**src/rtl/bram_arbiter.sv**
```systemverilog
// bram_arbiter: round-robin arbiter sharing one ready/valid BRAM port between NPORTS requesters
module bram_arbiter #(
  parameter int NPORTS     = 2,
  parameter int DATA_WIDTH = 32,
  parameter int ADDR_WIDTH = 10,
  parameter int TIMEOUT    = 15
) (
  input  logic                             i_clk,
  input  logic                             i_rst_n,
  input  logic [NPORTS-1:0]                i_req_valid,
  output logic [NPORTS-1:0]                o_req_ready,
  input  logic [NPORTS-1:0]                i_req_write,
  input  logic [NPORTS*ADDR_WIDTH-1:0]     i_req_addr,
  input  logic [NPORTS*DATA_WIDTH-1:0]     i_req_data,
  input  logic [NPORTS*DATA_WIDTH/8-1:0]   i_req_be,
  output logic [NPORTS-1:0]                o_rsp_valid,
  input  logic [NPORTS-1:0]                i_rsp_ready,
  output logic [DATA_WIDTH-1:0]            o_rsp_data,
  output logic                             o_rsp_err,
  output logic [ADDR_WIDTH-1:0]            o_mem_addr,
  output logic [DATA_WIDTH-1:0]            o_mem_data,
  output logic [DATA_WIDTH/8-1:0]          o_mem_be,
  output logic                             o_mem_wr_valid,
  input  logic                             i_mem_wr_ready,
  output logic                             o_mem_rd_ready,
  input  logic                             i_mem_rd_valid,
  input  logic [DATA_WIDTH-1:0]            i_mem_data,
  output logic                             o_busy
);
  localparam int BW = DATA_WIDTH / 8;
  localparam int PW = (NPORTS > 2) ? 2 : 1;

  typedef enum logic [1:0] {IDLE, WRITE, READ, RESP} state_t;

  state_t                r_state, w_next;
  logic                  r_run;
  logic [PW-1:0]         r_ptr, r_grant, w_gnt, w_idx;
  logic                  w_found, w_accept, w_hs, w_tmo;
  logic [ADDR_WIDTH-1:0] r_addr;
  logic [DATA_WIDTH-1:0] r_data, r_rsp_data;
  logic [BW-1:0]         r_be;
  logic                  r_rsp_err;
  logic [7:0]            r_wd;

  // round-robin search starting one past the last served port
  always_comb begin
    w_found = 1'b0;
    w_gnt   = '0;
    w_idx   = '0;
    for (int k = 1; k <= NPORTS; k++) begin
      w_idx = PW'((int'(r_ptr) + k) % NPORTS);
      if (!w_found && i_req_valid[w_idx]) begin
        w_found = 1'b1;
        w_gnt   = w_idx;
      end
    end
  end

  assign w_accept = r_run && (r_state == IDLE) && w_found;
  assign w_hs     = ((r_state == WRITE) && i_mem_wr_ready) || ((r_state == READ) && i_mem_rd_valid);
  assign w_tmo    = (r_wd + 8'd1) == 8'(TIMEOUT);

  // state register
  always_ff @(posedge i_clk or negedge i_rst_n) begin
    if (!i_rst_n) r_state <= IDLE;
    else          r_state <= w_next;
  end

  // next-state logic; the watchdog fires on the last allowed waiting cycle
  always_comb begin
    w_next = r_state;
    case (r_state)
      IDLE:    if (w_accept) w_next = i_req_write[w_gnt] ? WRITE : READ;
      WRITE:   if (w_hs || w_tmo) w_next = RESP;
      READ:    if (w_hs || w_tmo) w_next = RESP;
      RESP:    if (i_rsp_ready[r_grant]) w_next = IDLE;
      default: w_next = IDLE;
    endcase
  end

  // request capture, watchdog, response capture and pointer update
  always_ff @(posedge i_clk or negedge i_rst_n) begin
    if (!i_rst_n) begin
      r_run      <= 1'b0;
      r_ptr      <= '0;
      r_grant    <= '0;
      r_addr     <= '0;
      r_data     <= '0;
      r_be       <= '0;
      r_wd       <= '0;
      r_rsp_data <= '0;
      r_rsp_err  <= 1'b0;
    end else begin
      r_run <= 1'b1;
      if (w_accept) begin
        r_grant <= w_gnt;
        r_addr  <= i_req_addr[w_gnt*ADDR_WIDTH +: ADDR_WIDTH];
        r_data  <= i_req_data[w_gnt*DATA_WIDTH +: DATA_WIDTH];
        r_be    <= i_req_be[w_gnt*BW +: BW];
        r_wd    <= '0;
      end
      if (r_state == WRITE || r_state == READ) begin
        r_wd <= r_wd + 8'd1;
        if (w_next == RESP) begin
          r_rsp_data <= ((r_state == READ) && i_mem_rd_valid) ? i_mem_data : '0;
          r_rsp_err  <= !w_hs;
        end
      end
      if (r_state == RESP && i_rsp_ready[r_grant]) r_ptr <= r_grant;
    end
  end

  // outputs decoded from state; the first idle cycle after reset grants nothing
  always_comb begin
    o_req_ready = '0;
    o_rsp_valid = '0;
    if (w_accept) o_req_ready[w_gnt] = 1'b1;
    if (r_state == RESP) o_rsp_valid[r_grant] = 1'b1;
    o_rsp_data     = (r_state == RESP) ? r_rsp_data : '0;
    o_rsp_err      = (r_state == RESP) && r_rsp_err;
    o_mem_addr     = (r_state == WRITE || r_state == READ) ? r_addr : '0;
    o_mem_data     = (r_state == WRITE) ? r_data : '0;
    o_mem_be       = (r_state == WRITE) ? r_be : '0;
    o_mem_wr_valid = (r_state == WRITE);
    o_mem_rd_ready = (r_state == READ);
    o_busy         = (r_state != IDLE);
  end
endmodule

```
**config.mk**
```make
export PLATFORM = sky130hd
export DESIGN_NAME = bram_arbiter
export DESIGN_NICKNAME = d
export VERILOG_FILES = /design/src/rtl/bram_arbiter.sv
export SDC_FILE = /design/constraint.sdc
export NUM_CORES = 1
export LEC_CHECK = 0
export ABC_AREA = 1
export CELL_PAD_IN_SITES_DETAIL_PLACEMENT = 1
export CELL_PAD_IN_SITES_GLOBAL_PLACEMENT = 1
export CORE_MARGIN = 2
export CORE_UTILIZATION = 26
export DETAILED_ROUTE_END_ITERATION = 16
export PLACE_DENSITY = 0.88
export SYNTH_ARGS = -nofsm -noshare
export SYNTH_HDL_FRONTEND = slang
export SYNTH_SLANG_ARGS = --single-unit
```
**constraint.sdc**
```tcl
create_clock -name i_clk -period 1.94 [get_ports i_clk]
set_input_delay 0.388 -clock i_clk [delete_from_list [all_inputs] [get_ports i_clk]]
set_output_delay 0.388 -clock i_clk [all_outputs]
set_load 0.02 [all_outputs]
```
* After elaboration in Yosys (flattened, before gate mapping)
Index checks and enable logic that the tools add are counted.
Cells by class: multiply operators 1, bitwise operators 0, muxes and demuxes 30, divide/modulo/power cells 0, shifts and indexed selects 3, $lt $le $gt $ge 6, reductions and logical operators 19, $add $sub $neg 3, equality and inequality tests 5
Operator list (count):
- $mux W32 | 3
- $shiftx A64 B7 Y32 | 1
- $shiftx A20 B6 Y10 | 1
- $mux W8 | 2
- $mux W1 | 14
- $mux W2 | 6
- $mux W10 | 1
- $logic_and A1 B1 Y1 | 9
- $add A8 B1 Y8 const B | 1
- $eq A8 B4 Y1 const B | 1
- $lt A1 B2 Y1 const B | 4
- $shiftx A8 B4 Y4 | 1
- $eq A2 B2 Y1 const B | 3
- $pmux W2 S3 | 1
- $mul A1 B3 Y4 const B | 1
- $mux W4 | 1
- $reduce_bool A2 Y1 | 2
- $logic_or A1 B1 Y1 | 3
- $add A1 B1 Y1 const B | 2
- $demux W1 S1 | 2
- $eq A2 B1 Y1 const B | 1
- $ge A1 B1 Y1 const B | 2
- $logic_not A1 Y1 | 2
- $logic_not A2 Y1 | 1
- 2 further kinds | 2
Word-level totals: ROM bits 0, RAM bits 0, bits in latches 0, memories 0, register bits after elaboration 92, bits of input ports 134

* Longest topological paths before layout
depth in word-level cells 14, gate-level depth with buffers 16, gate-level depth less buffers 15

* Worst setup path after synthesis
Ideal clock, no wire load.
path kind reg-to-reg, start point reg r_state[1], end point reg r_rsp_data[10], period minus slack after synthesis 2015 ps, path slack -75 ps, required time 1819 ps, arrival 1894 ps, stages on the path, launching flop included 14, cells stage by stage dfrtp_1 > inv_1 > ha_1 > clkbuf_1 > nand2_1 > nand2_1 > inv_1 > nand2_1 > nand2_2 > nand2_1 > nand2_4 > buf_2 > o21bai_1 > nand2_1
Between the ends: longest elaborated chain between the ends 8, elaborated cells on any way between the ends 19
Ends and longest elaborated chain:
- start, declared | RTL line 35 | state_t r_state, w_next;
- start signal, assigned | RTL line 66 | else r_state <= w_next;
- $eq A2 B1 Y1 (*)
- via o_mem_wr_valid | RTL line 23 | output logic o_mem_wr_valid,
- $logic_and A1 B1 Y1 | RTL line 60 | assign w_hs = ((r_state == WRITE) && i_mem_wr_ready) || ((r_state == READ) && i_mem_rd_valid);
- $logic_or A1 B1 Y1 | RTL line 60
- $logic_or A1 B1 Y1 | RTL line 74, 75
- $mux W2 | RTL line 74, 75
- $pmux W2 S3 | RTL line 72 | case (r_state)
- $eq A2 B2 Y1 | RTL line 104 | if (w_next == RESP) begin
- $reduce_and A2 Y1 (no source line) (*)
- end signal, assigned | RTL line 105 | r_rsp_data <= ((r_state == READ) && i_mem_rd_valid) ? i_mem_data : '0;
- end, declared | RTL line 40 | logic [DATA_WIDTH-1:0] r_data, r_rsp_data;
The timed path passes the listed nets; every way through them passes the cells marked *. A chain may end at the register's enable or synchronous reset.

* Final worst setup path
start point reg r_state[1], end point out o_mem_be[1]
Between the ends: longest elaborated chain between the ends 2
Ends and longest elaborated chain:
- $eq A2 B1 Y1 | RTL line 123 | o_mem_be = (r_state == WRITE) ? r_be : '0;
- $mux W4 | RTL line 123
- end, declared | RTL line 22 | output logic [DATA_WIDTH/8-1:0] o_mem_be,
Every way passes these cells.

==> results by group <==
Flow run
  – Max Cap Viol: 0

Placed design
  – Placed cell area: 7980 um^2
  – Gp weighted congestion: 0.828
  – IO Port Bufs: 219
  – DP HPWL: 14.3 mm

Yosys
  – Synth top area cells: dfrtp_1 44%, nand2_1 23%, inv_1 12%
  – FFs w/ async S/R, synth: 1.00
  – Largest family of logic cells by synthesized area: simple AND/OR/NAND/NOR gates
  – Synth Flop Type: dfrtp_1
  – Yosys reg bits: 92
  – Distinct cells, synth: 24
  – Number of flops mapped to enable cells by yosys: 0
  – Area leader, netlist: dfrtp_1
  – Synth warn: 0
  – Post-synthesis compound-gate area fraction: 0.0674
  – Avg Cell Area, Syn: 6.73 um^2
  – Simple-gate share of the synthesized area: 0.324
  – Sequential fraction of the synthesis area: 0.438
  – Mapped Cells: 780
  – Top cell type's share of synthesized area: 0.438
  – Top cells by count, synth: 323 x nand2_1, 168 x inv_1, 92 x dfrtp_1
  – Synth Area in XOR/XNOR: 0
  – Adder-Cell Fraction of Synth Area: 0.0167
  – Mux share of post-synthesis cell area: 0
  – Most frequent cell after synthesis: nand2_1
  – Syn nets: 921
  – Post-Syn Area: 5250 um^2

Route
  – DRT antenna net count: 0
  – Initial DRC count: 194
  – Routed WL: 21.7 mm
  – DRC Markers: 0
  – First-pass DRT Iterations: 6
  – Vias post-DR: 5788
  – Vias/cell: 4.40
  – Wire per inst: 16.5 um

STA
  – Clock skew: 0.00989 ns
  – Min cycle time layout: 2.12 ns
  – Fin. max-slew vios: 0
  – Final Hold Fails: 0
  – Setup Viol. Count Final: 110
  – Tcrit/Tclk final: 1.09
  – Fmax: 0.472 GHz
  – RSZ-0062 raised after global routing: true
  – Final worst slack: -0.178 ns

GRT
  – Overflow after GRT: 0
  – First-pass GRT wire length: 32.2 mm
  – GRT Total Usage: 0.191
  – Vias in the first global route: 5944
  – Initial antenna violation count: 0
  – Largest net degree at the start of global routing: 49

Die
  – Starting Density: 0.267
  – Die X-Extent: 146 um
  – Area of the die: 21400 um^2
  – # IOs: 220
  – Die Span Y: 146 um
  – Row count: 51
  – Core Region: 19700 um^2

Clocking
  – Clock slew at reported path FFs: 0.07 ns
  – CTS tree: built
  – Clock root cell: clkbuf_16
  – H-tree levels: 3
  – Clock tree buffer depth: 2
  – Worst skew pair latency: 0.35 ns
  – Num CTS Buffers: 9
  – Clk sinks: 92

Critical path
  – Critical Path Source Type: flop
  – Crit path DAT: 1.73 ns
  – Kind of critical path: flop to output pin
  – Maximum fanout along the worst path: 5
  – Critical Path Sink Type: output pin
  – Req. time, crit path: 1.55 ns

Power and ir drop
  – Sequential share of power: 0.243
  – Psw: 6.36 mW
  – PwrDens: 1610 nW/um^2
  – Clock network fraction of design power: 0.134
  – P_int: 8.25 mW
  – Max VDD drop: 928 uV
  – Switching Fraction: 0.435
  – Fraction of power consumed by combinational cells: 0.623
  – Lkg Pwr: 5.10 nW
  – Total power: 14.6 mW

Finish
  – Design Area, Final: 9090 um^2
  – Final net count: 1186
  – Final Core Density: 0.463
  – Synth-to-layout area growth: 73.1%
  – Share of cells above drive strength 1: 0.263

Min path
  – Hold crit path type: flop to flop

Outcome
  – Failing checks: setup timing
  – Outcome: finished with violations
[flip-flops by register name, summed over array words and instances, names as in the netlist]
| register | cells |
|---|---|
| r_data | 32 |
| r_rsp_data | 32 |
| r_addr | 10 |
| r_wd | 8 |
| r_be | 4 |
| r_state | 2 |
| r_grant | 1 |
| r_ptr | 1 |
| r_rsp_err | 1 |
| r_run | 1 |
[through the flow]
stage | setup WS [ns] | instances | hold slack (ns) | setup TNS [ns]
3_3_place_gp | -0.375 | 1263 | 0.345 | -22.66
4_1_cts | -0.149 | 1299 | 0.502 | -8.23
3_5_place_dp | -0.449 | 1263 | 0.343 | -29.17
6_report | -0.178 | 1316 | 0.504 | -9.67
5_1_grt | -0.288 | 1315 | 0.528 | -19.66
2_1_floorplan | 0.00740 | 780 | 0.0924 | 0
[final timing paths]
check | from | endpoint | slack [ns] | depth (start not counted)
setup / recovery | r_state[1]$_DFF_PN0_ | o_mem_be[1] | -0.18 | 8
hold / removal | r_data[2]$_DFFE_PN0P_ | r_data[2]$_DFFE_PN0P_ | 0.50 | 2
setup reg to reg | r_wd[0]$_DFFE_PN0P_ | r_rsp_data[1]$_DFFE_PN0P_ | -0.13 | 14
hold reg to reg | r_data[2]$_DFFE_PN0P_ | r_data[2]$_DFFE_PN0P_ | 0.50 | 2
max in group asynchronous | i_rst_n | r_data[6]$_DFFE_PN0P_ | 0.81 | 3
min in group asynchronous | i_rst_n | r_addr[0]$_DFFE_PN0P_ | 0.51 | 2
[metal layers]
layer,track usage,routed length [um],up-vias
met3,0.0459,1400,29
met1,0.232,9150,2755
met5,0,0,-
li1,-,-,2804
met2,0.335,10800,200
met4,0.0568,439,0
[power groups by stage]
stage,sequential [mW],combinational (mW),clock [mW]
2_1_floorplan,3.24,3.77,0
3_3_place_gp,3.32,6.61,0
3_5_place_dp,3.38,6.87,0
4_1_cts,3.41,7.97,2.01
5_1_grt,3.65,9.83,2.09
6_report,3.55,9.11,1.96
[layout make-up]
class                      count  area [um^2]
fill                        2400        10600
tap                          265          332
antenna                        1         2.50
timing repair buffer         291         3010
clock buffer                   9          225
inverter                     168          633
clock inverter                 7          100
sequential                    92         2310
multi-input combinational    483         2480
[cell families (layout without fill, tap and decap cells)]
| kind of cell | after synthesis | count (layout) |
|---|---|---|
| and+or+nand+nor | 423 | 423 |
| adders and majority gates | 7 | 7 |
| DFF | 92 | 92 |
| AOI/OAI and AO/OA | 52 | 52 |
| other | 1 | 2 |
| buffers and inverters | 205 | 475 |
[critical path, stage by stage, from the launching register on]
cell and delay (ns):
dfrtp_1 0.39, inv_2 0.10, buf_6 0.11, ha_4 0.20, buf_6 0.15, clkbuf_16 0.16, nand2_2 0.07, inv_2 0.08
buf_6 0.12
[cell usage in the layout, fill, tap and decap left out, types with 2 or more instances in the layout]
cell type	count
a21oi_1	2
buf_12	10
buf_16	3
buf_2	20
buf_4	60
buf_6	53
buf_8	3
bufbuf_16	2
bufinv_16	2
clkbuf_16	14
clkdlybuf4s50_1	132
clkinvlp_4	3
dfrtp_1	89
dfrtp_2	3
dlygate4sd2_1	2
ha_1	3
ha_4	4
inv_1	126
inv_2	41
nand2_1	284
nand2_2	18
nand2_4	24
nand3_1	50
nand3_2	2
nand3_4	2
nor2_1	37
nor2_4	3
o21ai_0	8
o21ai_4	2
o21bai_1	34
o22ai_1	2
[what timing repair did]
action / CTS / global route
endpoints found under the setup margin: 149 / 113
gates cloned: 6 / 5
hold buffers: 1 / 0
buffers inserted: 13 / 13
hold endpoints to repair: 26 / 0
pin swaps: 3 / 6
gates resized for setup: 484 / 115
Power figures use the tool's default switching activity.
